$ cat config.mk
export PLATFORM = sky130hd
export DESIGN_NAME = sample_scheduler
export DESIGN_NICKNAME = d
export VERILOG_FILES = /design/src/rtl/sample_scheduler_pkg.sv /design/src/rtl/sample_scheduler_rate_divider.sv /design/src/rtl/sample_scheduler.sv
export SDC_FILE = /design/constraint.sdc
export NUM_CORES = 1
export LEC_CHECK = 0
export BUFFER_PORTS_ARGS = -buffer_cell sky130_fd_sc_hd__buf_4
export CORE_ASPECT_RATIO = 1.1
export CORE_MARGIN = 2
export CORE_UTILIZATION = 35
export DETAILED_ROUTE_END_ITERATION = 12
export HOLD_SLACK_MARGIN = 0.02
export PLACE_DENSITY_LB_ADDON = 0.2
export SYNTH_ARGS = -nofsm -noshare
export SYNTH_HDL_FRONTEND = slang
export SYNTH_SLANG_ARGS = --single-unit
$ cat constraint.sdc
create_clock -name clk -period 3.2 [get_ports clk]
set_input_delay 0.16 -clock clk [delete_from_list [all_inputs] [get_ports clk]]
set_output_delay 0.16 -clock clk [all_outputs]
set_load 0.005 [all_outputs]
$ cat src/rtl/sample_scheduler_pkg.sv
// Shared FSM encoding and constants for the sample scheduler.
// Latency: n/a (types only).
// Backpressure: n/a.
package sample_scheduler_pkg;

    typedef enum logic [2:0] {
        ST_IDLE   = 3'd0,
        ST_WAIT   = 3'd1,
        ST_STEP   = 3'd2,
        ST_SETTLE = 3'd3,
        ST_LOAD   = 3'd4,
        ST_FIN    = 3'd5
    } state_t;

    // Smallest usable period: guarantees a low cycle between `next` strobes.
    localparam int MIN_DIV = 2;

    // States in which a period wrap means the sample path fell behind.
    function automatic logic in_sample_path(input state_t s);
        return (s == ST_STEP) || (s == ST_SETTLE) || (s == ST_LOAD);
    endfunction

endpackage

$ cat src/rtl/sample_scheduler_rate_divider.sv
// Free-running period counter 0..div-1; tick marks the last count of each period.
// Latency: tick is combinational from the counter; clear takes effect at the next edge.
// Backpressure: none; never pauses.
module sample_scheduler_rate_divider #(
    parameter int DIV_W = 16
) (
    input  logic             clk,
    input  logic             rst,
    input  logic             clear,
    input  logic [DIV_W-1:0] div,
    output logic             tick
);

    logic [DIV_W-1:0] cnt;
    logic             wrap;

    assign wrap = (cnt == (div - DIV_W'(1)));
    assign tick = wrap && !clear;

    always_ff @(posedge clk or posedge rst) begin
        if (rst) begin
            cnt <= '0;
        end else if (clear || wrap) begin
            cnt <= '0;
        end else begin
            cnt <= cnt + DIV_W'(1);
        end
    end

endmodule

$ cat src/rtl/sample_scheduler.sv
// Issues `next` strobes at a programmable period and hands each sample to the DAC via req/ack.
// Latency: first `next` div_l cycles after start; dac_req SETTLE+1 cycles after each `next`.
// Backpressure: dac_req held until dac_ack; late periods collapse to one pending step (overrun).
// Optional SAMPLE_SCHED_ACK_TIMEOUT_EN adds a 1023-cycle ack timeout with sticky ack_err.
module sample_scheduler
    import sample_scheduler_pkg::*;
#(
    parameter int DIV_W   = 16,
    parameter int BURST_W = 8,
    parameter int SETTLE  = 1
) (
    input  logic               clk,
    input  logic               rst,
    input  logic               start,
    input  logic               stop,
    input  logic               mode_burst,
    input  logic [DIV_W-1:0]   divisor,
    input  logic [BURST_W-1:0] burst_len,
    output logic               next,
    output logic               dac_req,
    input  logic               dac_ack,
    output logic               busy,
    output logic               done,
    output logic               overrun
`ifdef SAMPLE_SCHED_ACK_TIMEOUT_EN
    ,
    output logic               ack_err
`endif
);

    state_t             state, state_nxt;
    logic [DIV_W-1:0]   div_l;
    logic               mode_l;
    logic [BURST_W-1:0] burst_l;
    logic [BURST_W-1:0] step_cnt;
    logic [1:0]         settle_cnt;
    logic               pending;
    logic               stop_pend;
    logic               tick;
    logic               accept;
    logic               settle_done;
    logic               burst_end;
    logic               to_expire;
    logic               div_clear;

    assign accept      = (state == ST_IDLE) && start && !stop;
    assign settle_done = (settle_cnt == 2'(SETTLE - 1));
    assign burst_end   = mode_l && (step_cnt == burst_l);
    assign div_clear   = (state == ST_IDLE);

    sample_scheduler_rate_divider #(
        .DIV_W (DIV_W)
    ) u_rate_divider (
        .clk   (clk),
        .rst   (rst),
        .clear (div_clear),
        .div   (div_l),
        .tick  (tick)
    );

    always_ff @(posedge clk or posedge rst) begin
        if (rst) begin
            state <= ST_IDLE;
        end else begin
            state <= state_nxt;
        end
    end

    always_comb begin
        state_nxt = state;
        next      = 1'b0;
        dac_req   = 1'b0;
        done      = 1'b0;
        busy      = (state != ST_IDLE);
        case (state)
            ST_IDLE: begin
                if (accept) begin
                    state_nxt = (mode_burst && (burst_len == '0)) ? ST_FIN : ST_WAIT;
                end
            end
            ST_WAIT: begin
                if (stop) begin
                    state_nxt = ST_FIN;
                end else if (tick) begin
                    state_nxt = ST_STEP;
                end
            end
            ST_STEP: begin
                next = 1'b1;
                if (stop) begin
                    state_nxt = ST_FIN;
                end else if (SETTLE == 0) begin
                    state_nxt = ST_LOAD;
                end else begin
                    state_nxt = ST_SETTLE;
                end
            end
            ST_SETTLE: begin
                if (stop) begin
                    state_nxt = ST_FIN;
                end else if (settle_done) begin
                    state_nxt = ST_LOAD;
                end
            end
            ST_LOAD: begin
                dac_req = 1'b1;
                // A wrap in this very cycle counts as an expired period.
                if (dac_ack) begin
                    if (stop || stop_pend || burst_end) begin
                        state_nxt = ST_FIN;
                    end else if (pending || tick) begin
                        state_nxt = ST_STEP;
                    end else begin
                        state_nxt = ST_WAIT;
                    end
                end else if (to_expire) begin
                    state_nxt = ST_FIN;
                end
            end
            ST_FIN: begin
                done      = 1'b1;
                state_nxt = ST_IDLE;
            end
            default: begin
                state_nxt = ST_IDLE;
            end
        endcase
    end

    always_ff @(posedge clk or posedge rst) begin
        if (rst) begin
            div_l      <= '0;
            mode_l     <= 1'b0;
            burst_l    <= '0;
            step_cnt   <= '0;
            settle_cnt <= '0;
            pending    <= 1'b0;
            stop_pend  <= 1'b0;
            overrun    <= 1'b0;
        end else if (accept) begin
            div_l      <= (divisor < DIV_W'(MIN_DIV)) ? DIV_W'(MIN_DIV) : divisor;
            mode_l     <= mode_burst;
            burst_l    <= burst_len;
            step_cnt   <= '0;
            settle_cnt <= '0;
            pending    <= 1'b0;
            stop_pend  <= 1'b0;
            overrun    <= 1'b0;
        end else begin
            if (state == ST_STEP) begin
                step_cnt <= step_cnt + BURST_W'(1);
            end
            settle_cnt <= (state == ST_SETTLE) ? settle_cnt + 2'd1 : 2'd0;
            // Only one missed period is remembered; further wraps are dropped.
            if (state_nxt == ST_STEP) begin
                pending <= 1'b0;
            end else if (tick && in_sample_path(state)) begin
                pending <= 1'b1;
            end
            if (tick && in_sample_path(state)) begin
                overrun <= 1'b1;
            end
            if (state == ST_LOAD) begin
                if (stop) begin
                    stop_pend <= 1'b1;
                end
            end else begin
                stop_pend <= 1'b0;
            end
        end
    end

`ifdef SAMPLE_SCHED_ACK_TIMEOUT_EN
    logic [9:0] to_cnt;

    assign to_expire = (state == ST_LOAD) && (to_cnt == 10'd1022);

    always_ff @(posedge clk or posedge rst) begin
        if (rst) begin
            to_cnt  <= '0;
            ack_err <= 1'b0;
        end else begin
            to_cnt <= (state == ST_LOAD) ? to_cnt + 10'd1 : 10'd0;
            if (accept) begin
                ack_err <= 1'b0;
            end else if (to_expire && !dac_ack) begin
                ack_err <= 1'b1;
            end
        end
    end
`else
    assign to_expire = 1'b0;
`endif

endmodule

==> flow_summary.yaml, run 1 <==
pwr:
  sw_frac_of_total: 0.378
  p_comb_frac: 0.342
  pwr-share-seq: 0.408
  leakage_nw: 1.87
  ir_drop_mv: 0.282
  p_sw_mw: 1.16
  p_clk_frac: 0.250
  power_density_nw_per_um2: 767
  internal-power_mw: 1.90
clock_tree:
  cts_max_level: 3
  clock-sinks: 57
  clk_pin_slew_ns: 0.07
  cts_buffers: 9
  insertion_delay_ns: 0.34
  cts_tree: "done"
  clk_path_buf_depth: 2
  cts_root_buf: "clkbuf_8"
critical_path:
  crit_fanout: 16
  worstPathRequired_ns: 3.40
  crit_family: "simple AND/OR/NAND/NOR gates"
  cp_num_buf_inv: 0
  path_cells: "nor4_4 -> nand4_2 -> or4_1 -> o211ai_1 -> and4_1 -> or2_1 -> nor2_1"
  path_depth: 7
  ff2ff_setup_slack_ns: 0.34
  r2r-end: "u_rate_divider.cnt[12]$_DFF_PP0_"
  crit_arrival_ns: 3.06
  crit_path_end_kind: "flip-flop"
  worstSetupPathType: "reg2reg"
  cp_slowest_cell: "or4_1"
  endpoint: "u_rate_divider.cnt[12]$_DFF_PP0_"
  r2r_start: "div_l[4]$_DFFE_PP0P_"
  critPathMaxStageDelay_ns: 0.55
  startpoint: "div_l[4]$_DFFE_PP0P_"
  worstRegToRegCells: 7
  crit_path_start_kind: "flip-flop"
sta:
  fin_crit_ns: 2.86
  tns_ns: 0
  period_share: 0.894
  slew_headroom: 0.447
  setup_viol: 0
  rsz0062_at_grt: "false"
  finClkSkew_ns: 0.00914
  max_freq_mhz: 350
  finalHoldViolCount: 0
  slew_viol_final: 0
  tightest_slew_ns: 0.828
finish:
  area_delta_synth_final_pct: 22.1
  final_cell_mix: "nand2_1, dfrtp_1, nor2_1"
  layout.cells.most_common: "nand2_1"
  final_cell_count_no_fill: 548
  seq_area_um2: 1430
  layout.nets: 463
  fillers: 872
  multi_input_area_um2: 1710
  antennaDiodeCount: 0
  drive_gt1_frac: 0.141
global_routing:
  grt_util_all_layers: 0.163
  grt_pass1_vias: 2792
  grt_pass1_wl_um: 12800
  grt_overflow: 0
  grt_max_degree: 38
  antenna_found_initial: 0
synth:
  syn_nets: 413
  avgSynthCellArea_um2: 8.61
  yosysWarnings: 0
  synth-async-reset-ratio: 1.00
  netlist.area_leader.share: 0.437
  ys_seq_area_frac: 0.437
  syn_area_um2: 3260
  ys_types: 51
  postSynth.topFlopCell: "dfrtp_1"
  synth.largest_area_cell: "dfrtp_1"
  synthCells: 379
  synth.top_cells.by_area: "dfrtp_1, nand2_1, xnor2_1"
  ys_ff_latch: 57
  synth_edf_count: 0
run_status:
  status: "finished, final reports clean"
worst_hold_path:
  min_path_type: "in2reg"
floorplan:
  num_rows: 36
  floorplan.initialDensity: 0.364
  dieWidth_um: 96.1
  core_area_um2: 8960
  die_y_um: 105
  dieArea_um2: 10100
  ios: 35
routing:
  route.detailed.drc: 0
  via_count: 2726
  routedWlPerCell_um: 14.0
  drt_iter0_markers: 107
  routed_wl_um: 7650
  ant_nets: 0
  avgViaCountPerCell: 4.97
  first_pass_iters: 4
placement:
  io_buffer_count: 34
  gp_congestion: 0.810
  place_inst: 516
  dp_hpwl_um: 5550
run:
  max_cap_viol_count: 0
-- area by class of cell --
cell class                 count  share of cell area
multi-input combinational    297               0.429
tap                          114              0.0358
clock inverter                 5              0.0198
clock buffer                  11              0.0355
sequential                    57               0.358
inverter                       9             0.00848
timing repair buffer          55               0.114
-- layer usage --
| layer | part of all wire | GRT usage | vias to the layer above |
|---|---|---|---|
| li1 | - | - | 1364 |
| met1 | 0.46 | 0.208 | 1309 |
| met2 | 0.49 | 0.269 | 40 |
| met3 | 0.030 | 0.0293 | 13 |
| met4 | 0.018 | 0.0684 | 0 |
| met5 | 0 | 0 | - |
-- worst min-delay path by stage --
stage | startpoint | endpoint | slack (ns) | depth (start not counted)
2_1_floorplan | burst_len[0] | burst_l[0]$_DFFE_PP0P_ | 0.27 | 2
3_3_place_gp | divisor[6] | div_l[6]$_DFFE_PP0P_ | 0.36 | 3
3_5_place_dp | divisor[5] | div_l[5]$_DFFE_PP0P_ | 0.37 | 3
4_1_cts | burst_len[4] | burst_l[4]$_DFFE_PP0P_ | 0.02 | 3
5_1_grt | mode_burst | mode_l$_DFFE_PP0P_ | 0.03 | 3
6_report | mode_burst | mode_l$_DFFE_PP0P_ | 0.03 | 3
-- sequential cells by signal, indices dropped and copies added, names as in the netlist --
name and cells:
div_l 16, u_rate_divider.cnt 16, burst_l 8, step_cnt 8, state 3, settle_cnt 2
mode_l 1, overrun 1, pending 1, stop_pend 1
-- kinds of logic (layout without fill, tap and decap cells) --
logic type,Yosys count,in the layout,synth area share
AOI/OAI and AO/OA,35,35,0.0752
adders and majority gates,4,4,0.0153
and+or+nand+nor,207,207,0.295
DFF,57,57,0.437
buffers and inverters,25,80,0.0391
muxes,3,3,0.00959
xor gates and xnor gates,48,48,0.129
-- repair_timing --
action                    in CTS  in global routing
hold buffers                  16                  0
buffers inserted               0                  0
resized for setup              0                  0
hold endpoints to repair      31                  0
-- cells in the mapped netlist, types with 5 or more instances --
cell	count
nand2_1	95
dfrtp_1	57
nor2_1	49
xnor2_1	25
xor2_1	23
nand3_1	13
clkbuf_1	11
inv_1	9
nor4_1	8
a21oi_1	6
nand4_1	6
nor3_1	6
o21ai_0	5
-- stage by stage --
step / power [mW] / area (µm²) / setup slack [ns] / util / hold WS [ns]
global route: 3.29 / 3990 / 0.0650 / 0.445 / 0.0291
CTS: 3.09 / 3990 / 0.295 / 0.445 / 0.0202
global placement: 2.27 / 3600 / 0.433 / 0.402 / 0.359
floorplan: 2.05 / 3260 / 0.786 / - / 0.265
finish: 3.06 / 3990 / 0.339 / 0.445 / 0.0276
detailed placement: 2.30 / 3600 / 0.314 / 0.402 / 0.368
-- tightest hold or removal path, delay by kind of cell --
kind                   cells  cell delay, ns
and+or+nand+nor            2            0.09
buffers and inverters      1            0.09
-- power by group through the flow --
stage	combinational, mW	clock [mW]	sequential (mW)
floorplan	0.923	0	1.12
global placement	1.01	0	1.26
detailed placement	1.04	0	1.26
CTS	1.05	0.786	1.25
global route	1.19	0.815	1.29
finish	1.05	0.765	1.25
No activity file was read; power rests on OpenSTA's default activity.
==> inputs of run 2 (changes only) <==
Settings changed: CORE_MARGIN 2 to 10, PLACE_DENSITY_LB_ADDON 0.2 to unset.
==> run 2 against run 1 <==
  * Worst hold slack about the same
  * Sequential share of layout area increased by 0.37 points
  * Global-route usage down 4.2 points
  * Clock power decreased by 0.9%
  * Routed wire length up 3.8%
  * Flip-flop and latch count unchanged
  * Final cell count down 1.1%
  * Register-to-register slack is essentially flat
  * Largest cell class unchanged
  * Via count rose by 0.33%
==> flow_summary.yaml, run 2 (synthesis gave the netlist of run 1 again) <==
worst_hold_path:
  min_path_type: "in2reg"
finish:
  antennaDiodeCount: 0
  drive_gt1_frac: 0.138
  layout.cells.most_common: "nand2_1"
  utilization: 0.440
  layout.nets: 459
  reg_top3: "div_l (16), u_rate_divider.cnt (16)"
  final_cell_mix: "nand2_1, dfrtp_1, nor2_1"
  area_delta_synth_final_pct: 20.9
  final_cell_area_um2: 3940
sta:
  tns_ns: 0
  slew_viol_final: 0
  setup_viol: 0
  period_share: 0.889
  rsz0062_at_grt: "false"
  finalHoldViolCount: 0
  hold_slack_ns: 0.0277
  finClkSkew_ns: 0.00740
  max_freq_mhz: 351
  slew_headroom: 0.556
  fin_crit_ns: 2.85
  tightest_slew_ns: 0.665
pwr:
  pwr-share-seq: 0.410
  sw_frac_of_total: 0.374
  p_comb_frac: 0.341
  leakage_nw: 1.85
  p_clk_frac: 0.249
  ir_drop_mv: 0.398
  power_density_nw_per_um2: 773
  internal-power_mw: 1.91
  p_total_mw: 3.05
  p_sw_mw: 1.14
floorplan:
  die_y_um: 121
  dieWidth_um: 112
  floorplan.initialDensity: 0.364
  ios: 35
  core_area_um2: 8960
  num_rows: 36
  dieArea_um2: 13600
global_routing:
  grt_overflow: 0
  grt_pass1_vias: 2905
  grt_pass1_wl_um: 13700
  antenna_found_initial: 0
  grt_util_all_layers: 0.122
  grt_max_degree: 33
run:
  max_cap_viol_count: 0
routing:
  route.detailed.drc: 0
  ant_nets: 0
  first_pass_iters: 4
  routedWlPerCell_um: 14.7
  avgViaCountPerCell: 5.05
  drt_iter0_markers: 95
  via_count: 2735
  routed_wl_um: 7950
clock_tree:
  cts_tree: "done"
  cts_buffers: 9
  clk_path_buf_depth: 2
  post-cts-setup-buffers: 0
  cts_max_level: 3
  clock-sinks: 57
  clk_pin_slew_ns: 0.07
  ctsResizeCount: 0
  insertion_delay_ns: 0.34
  cts_root_buf: "clkbuf_8"
placement:
  dp_hpwl_um: 5650
  dpl_cell_area_um2: 3600
  io_buffer_count: 34
  gp_congestion: 0.868
critical_path:
  crit_arrival_ns: 3.05
  worstPathRequired_ns: 3.40
  crit_fanout: 16
  crit_path_start_kind: "flip-flop"
  worstSetupPathType: "reg2reg"
  crit_path_end_kind: "flip-flop"
run_status:
  status: "finished, final reports clean"
[run 2: timing repair]
| item | 4_1_cts | 5_1_grt |
|---|---|---|
| hold buffers | 13 | 0 |
| endpoints found under the setup margin | 0 | 0 |
| endpoints found under the hold margin | 41 | 0 |
[run 2: path summary, 6_finish.rpt]
kind	startpoint	to	slack, ns	depth (start not counted)
max	div_l[3]$_DFFE_PP0P_	u_rate_divider.cnt[7]$_DFF_PP0_	0.35	7
min in group asynchronous	rst	div_l[11]$_DFFE_PP0P_	0.48	3
max in group asynchronous	rst	step_cnt[4]$_DFFE_PP0P_	1.90	4
min	divisor[12]	div_l[12]$_DFFE_PP0P_	0.03	3
max reg2reg	div_l[3]$_DFFE_PP0P_	u_rate_divider.cnt[7]$_DFF_PP0_	0.35	7
min reg2reg	settle_cnt[0]$_DFF_PP0_	settle_cnt[0]$_DFF_PP0_	0.43	1
[run 2: critical path, stage by stage, from the launching register on]
cell,delay (ns)
dfrtp_1,0.48
nor4_4,0.47
nand4_2,0.19
or4_1,0.53
o211ai_1,0.10
and4_1,0.34
or2_1,0.48
nor2_1,0.11
[run 2: layout make-up]
type / count / area [µm²]
fill: 851 / 5020
multi-input combinational: 297 / 1710
sequential: 57 / 1430
timing repair buffer: 51 / 415
clock buffer: 11 / 151
tap: 114 / 143
clock inverter: 3 / 65.1
inverter: 9 / 33.8
[run 2: power groups by stage]
stage | Combinational [mW] | Sequential [mW] | Clock [mW]
final | 1.04 | 1.25 | 0.758
after global routing | 1.20 | 1.29 | 0.812
after CTS | 1.06 | 1.25 | 0.776
after detailed placement | 1.04 | 1.26 | 0
after global placement | 1.02 | 1.25 | 0
after floorplan | 0.923 | 1.12 | 0
[run 2: metrics by stage]
stage / worst slack (ns) / std cells
after floorplan: 0.786 / 379
after global placement: 0.420 / 515
after detailed placement: 0.354 / 515
after CTS: 0.334 / 542
after global routing: 0.0660 / 542
final: 0.354 / 542
[run 2: per-layer routing]
layer | GRT usage | part of all wire | vias up
li1 | - | - | 1358
met1 | 0.137 | 0.43 | 1304
met2 | 0.210 | 0.50 | 58
met3 | 0.0386 | 0.045 | 15
met4 | 0.0484 | 0.019 | 0
met5 | 0 | 0 | -
==> inputs of run 3 (changes only) <==
Settings changed: BUFFER_PORTS_ARGS -buffer_cell sky130_fd_sc_hd__buf_4 to -buffer_cell sky130_fd_sc_hd__buf_2, CELL_PAD_IN_SITES_DETAIL_PLACEMENT set to 1, CELL_PAD_IN_SITES_GLOBAL_PLACEMENT set to 1, PLACE_DENSITY_LB_ADDON set to 0.1.
==> run 3 against run 2 <==
  * First-iteration DRC count decreased by 36%
  * Critical endpoint is now u_rate_divider.cnt[3]$_DFF_PP0_
  * Register-to-register slack improved by 0.18 ns
  * Highest routed layer unchanged
  * Sequential share of layout area up 0.89 points
  * Maximum frequency up 6.6%
==> flow_summary.yaml, run 3 (synthesis gave the netlist of run 1 again) <==
sta:
  fin_crit_ns: 2.67
  finalHoldViolCount: 0
  finClkSkew_ns: 0.00616
  max_freq_mhz: 375
  period_share: 0.834
  tns_ns: 0
  rsz0062_at_grt: "false"
  setup_ws_ns: 0.530
  hold_slack_ns: 0.0346
  tightest_slew_ns: 0.617
  slew_viol_final: 0
  slew_headroom: 0.588
  setup_viol: 0
routing:
  routedWlPerCell_um: 15.7
  routed_wl_um: 8490
  drt_iter0_markers: 61
  first_pass_iters: 4
  ant_nets: 0
  via_count: 2751
  route.detailed.drc: 0
  avgViaCountPerCell: 5.08
floorplan:
  dieWidth_um: 112
  floorplan.initialDensity: 0.364
  dieArea_um2: 13600
  die_y_um: 121
  core_area_um2: 8960
  num_rows: 36
  ios: 35
finish:
  final_cell_count_no_fill: 542
  area_delta_synth_final_pct: 17.9
  utilization: 0.429
  antennaDiodeCount: 0
  final_cell_area_um2: 3850
  layout.nets: 457
  final_cell_mix: "nand2_1, dfrtp_1, nor2_1"
  layout.cells.most_common: "nand2_1"
  fillers: 1087
  reg_top3: "div_l (16), u_rate_divider.cnt (16)"
  drive_gt1_frac: 0.145
pwr:
  power_density_nw_per_um2: 800
  ir_drop_mv: 0.257
  p_total_mw: 3.08
  leakage_nw: 1.81
critical_path:
  worstSetupPathType: "reg2reg"
  crit_path_start_kind: "flip-flop"
  critPathMaxStageDelay_ns: 0.55
  cp_slowest_cell: "or4_1"
  r2r_start: "div_l[3]$_DFFE_PP0P_"
  ff2ff_setup_slack_ns: 0.53
  crit_path_end_kind: "flip-flop"
  worstPathRequired_ns: 3.43
  r2r-end: "u_rate_divider.cnt[3]$_DFF_PP0_"
  crit_arrival_ns: 2.90
  path_cells: "nor4_4 -> nand4_2 -> or4_1 -> o211ai_1 -> and4_1 -> or2_1 -> buf_4 -> nor2_1"
  crit_family: "simple AND/OR/NAND/NOR gates"
  cp_num_buf_inv: 1
  crit_fanout: 16
  worstRegToRegCells: 8
clock_tree:
  cts_buffers: 9
  clk_pin_slew_ns: 0.07
  insertion_delay_ns: 0.34
  ctsResizeCount: 0
  clock-sinks: 57
  cts_tree: "done"
  clk_path_buf_depth: 2
  cts_root_buf: "clkbuf_8"
  cts_max_level: 3
global_routing:
  gr-usage-met3: 0.0267
  globalRouteMet1Util: 0.144
  antenna_found_initial: 0
  grt_overflow: 0
  busiest_layer: "met2"
  grt_pass1_vias: 3000
  grt_util_all_layers: 0.130
  grt_pass1_wl_um: 14600
  grt_max_degree: 33
  grt.met2_usage: 0.238
worst_hold_path:
  worstHoldPathCells: 3
  min-delay-start: "divisor[13]"
  min_path_type: "in2reg"
  whs_endpoint: "div_l[13]$_DFFE_PP0P_"
run_status:
  status: "finished, final reports clean"
placement:
  place_ws_ns: 0.505
  gp_congestion: 0.763
  dpl_cell_area_um2: 3520
  place_inst: 516
  io_buffer_count: 34
  dp_hpwl_um: 6320
run:
  max_cap_viol_count: 0
==> run 3: per-layer routing <==
layer / share of wire / wire (µm)
met1: 0.43 / 3630
met5: 0 / 0
met2: 0.53 / 4490
met3: 0.024 / 206
met4: 0.019 / 158
==> run 3: worst max path at each step <==
stage / from / to / cells past startpoint
after floorplan: div_l[4]$_DFFE_PP0P_ / u_rate_divider.cnt[9]$_DFF_PP0_ / 11
after CTS: div_l[3]$_DFFE_PP0P_ / u_rate_divider.cnt[3]$_DFF_PP0_ / 8
after detailed placement: div_l[3]$_DFFE_PP0P_ / u_rate_divider.cnt[9]$_DFF_PP0_ / 8
final: div_l[3]$_DFFE_PP0P_ / u_rate_divider.cnt[3]$_DFF_PP0_ / 8
after global placement: div_l[3]$_DFFE_PP0P_ / u_rate_divider.cnt[2]$_DFF_PP0_ / 8
after global routing: div_l[4]$_DFFE_PP0P_ / u_rate_divider.cnt[12]$_DFF_PP0_ / 8
==> run 3: worst register-to-register path, cell delays in order (launching register included) <==
cell      delay (ns)
dfrtp_1         0.48
nor4_4          0.48
nand4_2         0.20
or4_1           0.55
o211ai_1        0.10
and4_1          0.34
or2_1           0.14
buf_4           0.20
nor2_1          0.08
==> run 3: where the power goes <==
part | switching, mW | internal (mW)
registers | 0.332 | 0.928
clock network | 0.316 | 0.460
logic | 0.546 | 0.497
total | 1.19 | 1.89
==> run 3: layout make-up <==
class | instances | area, µm² | share of cell area
repair buffers | 49 | 308 | 0.0800
clock inverters | 6 | 91.3 | 0.0237
clock buffers | 10 | 138 | 0.0358
inverters | 9 | 33.8 | 0.00878
well taps | 114 | 143 | 0.0371
flip-flops and latches | 57 | 1430 | 0.371
multi-input cells | 297 | 1710 | 0.444
==> run 3: what timing repair did <==
| item | 4_1_cts | 5_1_grt |
|---|---|---|
| buffers inserted | 0 | 0 |
| hold endpoints to repair | 36 | 0 |
| endpoints found under the setup margin | 0 | 0 |
| hold buffers | 10 | 0 |
